### config.mk
export PLATFORM = sky130hd
export DESIGN_NAME = seq_detector_moore_param
export DESIGN_NICKNAME = d
export VERILOG_FILES = /design/src/rtl/seq_det_pkg.sv /design/src/rtl/seq_det_match_counter.sv /design/src/rtl/seq_detector_moore_param.sv
export SDC_FILE = /design/constraint.sdc
export NUM_CORES = 1
export LEC_CHECK = 0
export BUFFER_PORTS_ARGS = -buffer_cell sky130_fd_sc_hd__buf_4
export CORE_AREA = 4 4 41 43
export CTS_CLUSTER_SIZE = 12
export DETAILED_ROUTE_END_ITERATION = 8
export DIE_AREA = 0 0 45 47
export GPL_TIMING_DRIVEN = 0
export PLACE_DENSITY = 0.5
export SKIP_CTS_REPAIR_TIMING = 1
export SLEW_MARGIN = 10
export SYNTH_ARGS = -nofsm -noshare
export SYNTH_HDL_FRONTEND = slang
export SYNTH_SLANG_ARGS = --single-unit
### constraint.sdc
create_clock -name clk -period 1.6 [get_ports clk]
set_clock_uncertainty 0.05 [all_clocks]
set_input_delay 0.16 -clock clk [delete_from_list [all_inputs] [get_ports clk]]
set_output_delay 0.16 -clock clk [all_outputs]
set_load 0.005 [all_outputs]
### src/rtl/seq_det_pkg.sv
// Shared helpers for the serial pattern detector: state width and the
// elaboration-time KMP failure/transition functions.
package seq_det_pkg;

  localparam int SD_MAX_PAT_LEN = 16;

  function automatic int sd_state_w(input int pat_len);
    return $clog2(pat_len + 1);
  endfunction

  // Pattern bit i counted from the first bit received (MSB of the pattern).
  function automatic logic sd_pat_bit(input logic [SD_MAX_PAT_LEN-1:0] pat,
                                      input int pat_len, input int i);
    logic [3:0] idx;
    idx = 4'(pat_len - 1 - i);
    return pat[idx];
  endfunction

  // Longest proper prefix of the whole pattern that is also its suffix.
  function automatic int sd_fail(input logic [SD_MAX_PAT_LEN-1:0] pat,
                                 input int pat_len);
    int  res;
    logic ok;
    res = 0;
    for (int k = 1; k < pat_len; k++) begin
      ok = 1'b1;
      for (int j = 0; j < k; j++) begin
        if (sd_pat_bit(pat, pat_len, j) != sd_pat_bit(pat, pat_len, pat_len - k + j))
          ok = 1'b0;
      end
      if (ok) res = k;
    end
    return res;
  endfunction

  // Longest pattern prefix that is a suffix of (first s pattern bits ++ b).
  function automatic int sd_delta(input logic [SD_MAX_PAT_LEN-1:0] pat,
                                  input int pat_len, input int s, input logic b);
    logic [SD_MAX_PAT_LEN:0] seq;
    int   res;
    logic ok;
    seq = '0;
    for (int j = 0; j < s; j++) seq[5'(j)] = sd_pat_bit(pat, pat_len, j);
    seq[5'(s)] = b;
    res = 0;
    for (int k = 1; k <= s + 1; k++) begin
      if (k <= pat_len) begin
        ok = 1'b1;
        for (int j = 0; j < k; j++) begin
          if (seq[5'(s + 1 - k + j)] != sd_pat_bit(pat, pat_len, j)) ok = 1'b0;
        end
        if (ok) res = k;
      end
    end
    return res;
  endfunction

endpackage

### src/rtl/seq_det_match_counter.sv
// Saturating match counter, +1 per inc, sync clear with priority, async reset.
// Count is registered: visible the cycle after inc/clear.
module seq_det_match_counter
  import seq_det_pkg::*;
#(
  parameter int W = 8
) (
  input  logic         clk,
  input  logic         reset,
  input  logic         inc,
  input  logic         clear,
  output logic [W-1:0] count
);

  logic [W-1:0] cnt_q, cnt_d;

  always_comb begin
    cnt_d = cnt_q;
    if (clear)                     cnt_d = '0;
    else if (inc && (cnt_q != '1)) cnt_d = cnt_q + 1'b1;
  end

  always_ff @(posedge clk or posedge reset) begin
    if (reset) cnt_q <= '0;
    else       cnt_q <= cnt_d;
  end

  assign count = cnt_q;

endmodule

### src/rtl/seq_detector_moore_param.sv
// Moore PAT_LEN-bit pattern spotter; out registered, high from the edge taking the last bit.
// in_valid=0 holds all state. Match counter present only with SEQ_DET_COUNT_EN.
module seq_detector_moore_param
  import seq_det_pkg::*;
#(
  parameter int               PAT_LEN = 4,
  parameter logic [PAT_LEN-1:0] PATTERN = 4'b1101,
  parameter bit               OVERLAP = 1'b1,
  parameter int               CNT_W   = 8
) (
  input  logic             clk,
  input  logic             reset,
  input  logic             in,
  input  logic             in_valid,
  input  logic             clear,
  output logic             out,
  output logic [CNT_W-1:0] match_count
);

  localparam int                    SW      = sd_state_w(PAT_LEN);
  localparam logic [SD_MAX_PAT_LEN-1:0] PAT16 = SD_MAX_PAT_LEN'(PATTERN);
  localparam int                    RESTART = OVERLAP ? sd_fail(PAT16, PAT_LEN) : 0;
  localparam logic [SW-1:0]         S_FULL  = SW'(PAT_LEN);

  if (PAT_LEN < 2 || PAT_LEN > SD_MAX_PAT_LEN) begin : g_bad_len
    $error("seq_detector_moore_param: PAT_LEN must be within 2..16");
  end

  // Full-match row restarts from the failure state (overlap) or from empty.
  logic [SW-1:0] delta_tbl [PAT_LEN+1][2];
  for (genvar s = 0; s <= PAT_LEN; s++) begin : g_row
    for (genvar b = 0; b < 2; b++) begin : g_col
      localparam int NS = (s == PAT_LEN) ? sd_delta(PAT16, PAT_LEN, RESTART, (b == 1))
                                         : sd_delta(PAT16, PAT_LEN, s, (b == 1));
      assign delta_tbl[s][b] = SW'(NS);
    end
  end

  logic [SW-1:0] s_q, s_d;
  logic          out_q, out_d;

  always_comb begin
    s_d = s_q;
    if (in_valid) s_d = delta_tbl[s_q][in];
    out_d = (s_d == S_FULL);
  end

  always_ff @(posedge clk or posedge reset) begin
    if (reset) begin
      s_q   <= '0;
      out_q <= 1'b0;
    end else begin
      s_q   <= s_d;
      out_q <= out_d;
    end
  end

  assign out = out_q;

`ifdef SEQ_DET_COUNT_EN
  seq_det_match_counter #(.W(CNT_W)) u_match_counter (
    .clk   (clk),
    .reset (reset),
    .inc   (in_valid & out_d),
    .clear (clear),
    .count (match_count)
  );
`else
  logic unused_clear;
  assign unused_clear = clear;
  assign match_count  = '0;
`endif

endmodule

==> impl_results.html <==
<table>
<tr><th>Metric</th><th>Value</th></tr>
<tr><th colspan="2">Outcome</th></tr>
<tr><td>Result of the run</td><td>finished clean</td></tr>
<tr><th colspan="2">Timing</th></tr>
<tr><td>Setup TNS</td><td>0 ns</td></tr>
<tr><td>Worst-case setup margin in the final layout</td><td>0.253 ns</td></tr>
<tr><td>RSZ-0062 raised after global routing</td><td>no</td></tr>
<tr><td>Final clock period utilization by the worst path</td><td>84.2%</td></tr>
<tr><td>Hold Fails Final Rpt</td><td>0</td></tr>
<tr><td>Maximum clock frequency</td><td>0.742 GHz</td></tr>
<tr><td>Time the worst path needs with I/O delays and setup</td><td>1.35 ns</td></tr>
<tr><td>Final setup violation count</td><td>0</td></tr>
<tr><td>Number of max-slew violations in the final report</td><td>0</td></tr>
<tr><th colspan="2">Synthesis</th></tr>
<tr><td>Yosys reg bits</td><td>4</td></tr>
<tr><td>Post-synth cell types</td><td>14</td></tr>
<tr><td>Portion of the post-synthesis area used by sequential elements</td><td>33.6%</td></tr>
<tr><td>Cells after synthesis</td><td>29</td></tr>
<tr><td>Post-synthesis cell type with the largest combined area</td><td>sky130_fd_sc_hd__dfrtp_1</td></tr>
<tr><td>Mean instance size in the synthesized netlist</td><td>10.3 sq um</td></tr>
<tr><td>Main area contributors after synthesis</td><td>sky130_fd_sc_hd__dfrtp_1, sky130_fd_sc_hd__buf_4, sky130_fd_sc_hd__ha_1, sky130_fd_sc_hd__o221ai_2, sky130_fd_sc_hd__nand2b_1</td></tr>
<tr><td>Netlist Area Pre-Place</td><td>298 sq um</td></tr>
<tr><td>Top cell type's share of synthesized area</td><td>33.6%</td></tr>
<tr><td>Total of warnings raised by yosys</td><td>0</td></tr>
<tr><th colspan="2">Placement</th></tr>
<tr><td>Setup WS pre-CTS</td><td>0.256 ns</td></tr>
<tr><td>Hpwl dp</td><td>407 um</td></tr>
<tr><td>Count of input and output buffers</td><td>4</td></tr>
<tr><td>Final GP Congestion</td><td>0.632</td></tr>
<tr><td>Number of cells in the design after placement</td><td>55</td></tr>
<tr><td>Area post-placement</td><td>373 sq um</td></tr>
<tr><th colspan="2">Floorplanning</th></tr>
<tr><td>Rows</td><td>13</td></tr>
<tr><td>Initial Util</td><td>22.9%</td></tr>
<tr><td>Num ports</td><td>14</td></tr>
<tr><td>Area of the placeable core</td><td>0.00130 sq mm</td></tr>
<tr><td>DIE HEIGHT</td><td>47 um</td></tr>
<tr><td>Die Outline Area</td><td>0.00212 sq mm</td></tr>
<tr><td>Die Wd</td><td>45 um</td></tr>
<tr><th colspan="2">Pwr</th></tr>
<tr><td>Max rail drop VDD</td><td>0.446 mV</td></tr>
<tr><td>Combinational Power Share</td><td>38.0%</td></tr>
<tr><td>Relative contribution of sequential cells to total power</td><td>34.3%</td></tr>
<tr><td>Switching power summed over all nets</td><td>0.146 mW</td></tr>
<tr><td>Internal power of the cells</td><td>0.293 mW</td></tr>
<tr><td>Clock power frac</td><td>27.6%</td></tr>
<tr><td>Net Sw Frac</td><td>33.3%</td></tr>
<tr><td>Power density of the placed cells</td><td>1080 mW/mm^2</td></tr>
<tr><td>Total leakage power</td><td>0.220 nW</td></tr>
<tr><th colspan="2">Detailed routing</th></tr>
<tr><td>Average wire per cell in the routed design</td><td>8.36 um</td></tr>
<tr><td>Remaining antenna violation count after routing</td><td>0</td></tr>
<tr><td>DR DRC count</td><td>0</td></tr>
<tr><td>Number of vias after detailed routing</td><td>200</td></tr>
<tr><td>Pre-antenna DRT Iters</td><td>1</td></tr>
<tr><td>Ratio of routed vias to standard cells</td><td>3.39</td></tr>
<tr><td>Initial DRC Count</td><td>0</td></tr>
<tr><td>Final WL</td><td>493 um</td></tr>
<tr><th colspan="2">Cells and area</th></tr>
<tr><td>Area occupied by multi-input gates</td><td>153 sq um</td></tr>
<tr><td>Leading cell type in the layout, fill and taps excluded</td><td>sky130_fd_sc_hd__buf_4</td></tr>
<tr><td>Most frequent cells in the layout</td><td>sky130_fd_sc_hd__buf_4, sky130_fd_sc_hd__conb_1, sky130_fd_sc_hd__dfrtp_1</td></tr>
<tr><td>Final-layout fill cell count</td><td>148</td></tr>
<tr><td>Post-layout nets</td><td>54</td></tr>
<tr><td>Synthesis-to-finish area growth</td><td>36.1%</td></tr>
<tr><td>Final standard cell area without fillers</td><td>405 sq um</td></tr>
<tr><td>Final core utilization</td><td>31.2%</td></tr>
<tr><td>Antenna Cells</td><td>0</td></tr>
<tr><td>Ratio of cells with drive above 1 in the final layout</td><td>43.2%</td></tr>
<tr><td>Non-filler cells, final</td><td>59</td></tr>
<tr><td>Area of all sequential standard cells</td><td>100 sq um</td></tr>
<tr><th colspan="2">Worst setup path</th></tr>
<tr><td>Worst flop-to-flop path endpoint</td><td>out</td></tr>
<tr><td>Reg2reg start</td><td>s_q[1]</td></tr>
<tr><td>R2R Setup Slk</td><td>0.25 ns</td></tr>
<tr><td>Biggest fanout along the worst timing path</td><td>3</td></tr>
<tr><td>Launching element of the worst setup path</td><td>s_q[1]</td></tr>
<tr><td>Count of cells along the worst register-to-register path</td><td>5</td></tr>
<tr><td>Category of the critical setup timing path</td><td>flip-flop to flip-flop</td></tr>
<tr><td>Arrival time at the worst endpoint</td><td>1.45 ns</td></tr>
<tr><td>Sort of element at the start of the critical path</td><td>flip-flop</td></tr>
<tr><td>Critical Path Sink</td><td>out</td></tr>
<tr><td>Critical Path RT</td><td>1.70 ns</td></tr>
<tr><td>Crit. End Element</td><td>flip-flop</td></tr>
<tr><th colspan="2">CTS</th></tr>
<tr><td>CTS tree</td><td>yes</td></tr>
<tr><td>CTS Sinks</td><td>4</td></tr>
<tr><td>Number of buffers on the longest clock path</td><td>2</td></tr>
<tr><td>Number of H-tree levels</td><td>1</td></tr>
<tr><td>Worst skew pair latency</td><td>0.23 ns</td></tr>
<tr><td>Clock input transition at the sequential cells of the worst setup and hold paths</td><td>0.04 ns</td></tr>
<tr><td>Cts bufs inserted</td><td>3</td></tr>
<tr><td>Cell at the root of the clock tree</td><td>sky130_fd_sc_hd__clkbuf_4</td></tr>
<tr><th colspan="2">Global route</th></tr>
<tr><td>Via count of the first global-routing pass</td><td>200</td></tr>
<tr><td>First-pass GRT wire length</td><td>752 um</td></tr>
<tr><td>Global-route total usage across every layer</td><td>5.32%</td></tr>
<tr><td>Maximum number of pins on one net before global-route repair</td><td>6</td></tr>
<tr><td>Total congestion overflow after global routing</td><td>0</td></tr>
<tr><td>Initial antenna violation count</td><td>0</td></tr>
<tr><th colspan="2">Hold path</th></tr>
<tr><td>Type of the tightest min-delay check</td><td>input port to flip-flop</td></tr>
<tr><th colspan="2">Job</th></tr>
<tr><td>Maxcap violations</td><td>0</td></tr>
</table>
==> state kept, by name, summed over array words and instances (netlist names) <==
signal  cells
s_q         3
out         1
==> synth_stat cells <==
master / instances
sky130_fd_sc_hd__nand2b_1: 2
sky130_fd_sc_hd__dfrtp_1: 4
sky130_fd_sc_hd__nand2b_2: 1
sky130_fd_sc_hd__nor3b_2: 1
sky130_fd_sc_hd__o211ai_1: 1
sky130_fd_sc_hd__conb_1: 1
sky130_fd_sc_hd__mux2i_1: 1
sky130_fd_sc_hd__o221ai_2: 1
sky130_fd_sc_hd__nand2_1: 1
sky130_fd_sc_hd__buf_4: 8
sky130_fd_sc_hd__o21ai_2: 1
sky130_fd_sc_hd__o22ai_1: 1
sky130_fd_sc_hd__inv_1: 3
sky130_fd_sc_hd__ha_1: 3
==> layout make-up <==
cell class | instances | share of cell area, %
plain buffers | 8 | 14.8
clock buffers | 3 | 5.56
inverters | 3 | 2.78
multi-input cells | 21 | 37.7
flip-flops and latches | 4 | 24.7
well taps | 15 | 4.63
repair buffers | 5 | 9.88
==> routing by layer <==
metal	vias up	share of wire, %	wire (um)	global-route usage (%)
li1	108	-	-	-
met4	0	0	0	5.26
met2	7	48	239	7.63
met1	85	41	203	5.76
met3	0	9.9	49	2.30
met5	-	0	0	0
==> stage by stage <==
step / power (mW) / hold WS (ns)
after floorplan: 0.278 / -0.124
after global placement: 0.316 / 0.00702
after detailed placement: 0.318 / 0.0146
after CTS: 0.447 / -0.238
after global routing: 0.488 / 0.189
final: 0.439 / 0.185
==> power groups by stage <==
stage	clock network, mW	registers, mW	logic (mW)
floorplan	0	0.148	0.130
global placement	0	0.151	0.165
detailed placement	0	0.152	0.166
CTS	0.129	0.151	0.166
global route	0.137	0.156	0.195
finish	0.121	0.151	0.167
==> cells by family (layout without fill, tap and decap cells) <==
group	Yosys count	after routing	synth area share [%]
adder cells (fa/ha/maj)	3	3	12.6
multiplexers	1	1	3.36
AO/OA/AOI/OAI	4	4	12.6
other	1	8	1.26
buffers and inverters	11	19	24.0
AND/OR/NAND/NOR	5	5	12.6
flip-flops	4	4	33.6
==> critical path, cell delays in order (launching register included) <==
cell                       delay (ns)
sky130_fd_sc_hd__dfrtp_1         0.39
sky130_fd_sc_hd__inv_1           0.10
sky130_fd_sc_hd__ha_1            0.23
sky130_fd_sc_hd__o211ai_1        0.18
sky130_fd_sc_hd__o221ai_2        0.15
sky130_fd_sc_hd__nor3b_2         0.18
==> how the worst min path moves through the flow <==
stage / end / startpoint / cells after the start / slack, ns
finish: s_q[2] / in / 3 / 0.19
global route: s_q[2] / in / 3 / 0.19
CTS: out / reset / 2 / -0.24
detailed placement: out / reset / 2 / 0.01
global placement: out / reset / 2 / 0.007
floorplan: out / reset / 1 / -0.12
No activity file was read; power rests on OpenSTA's default activity.
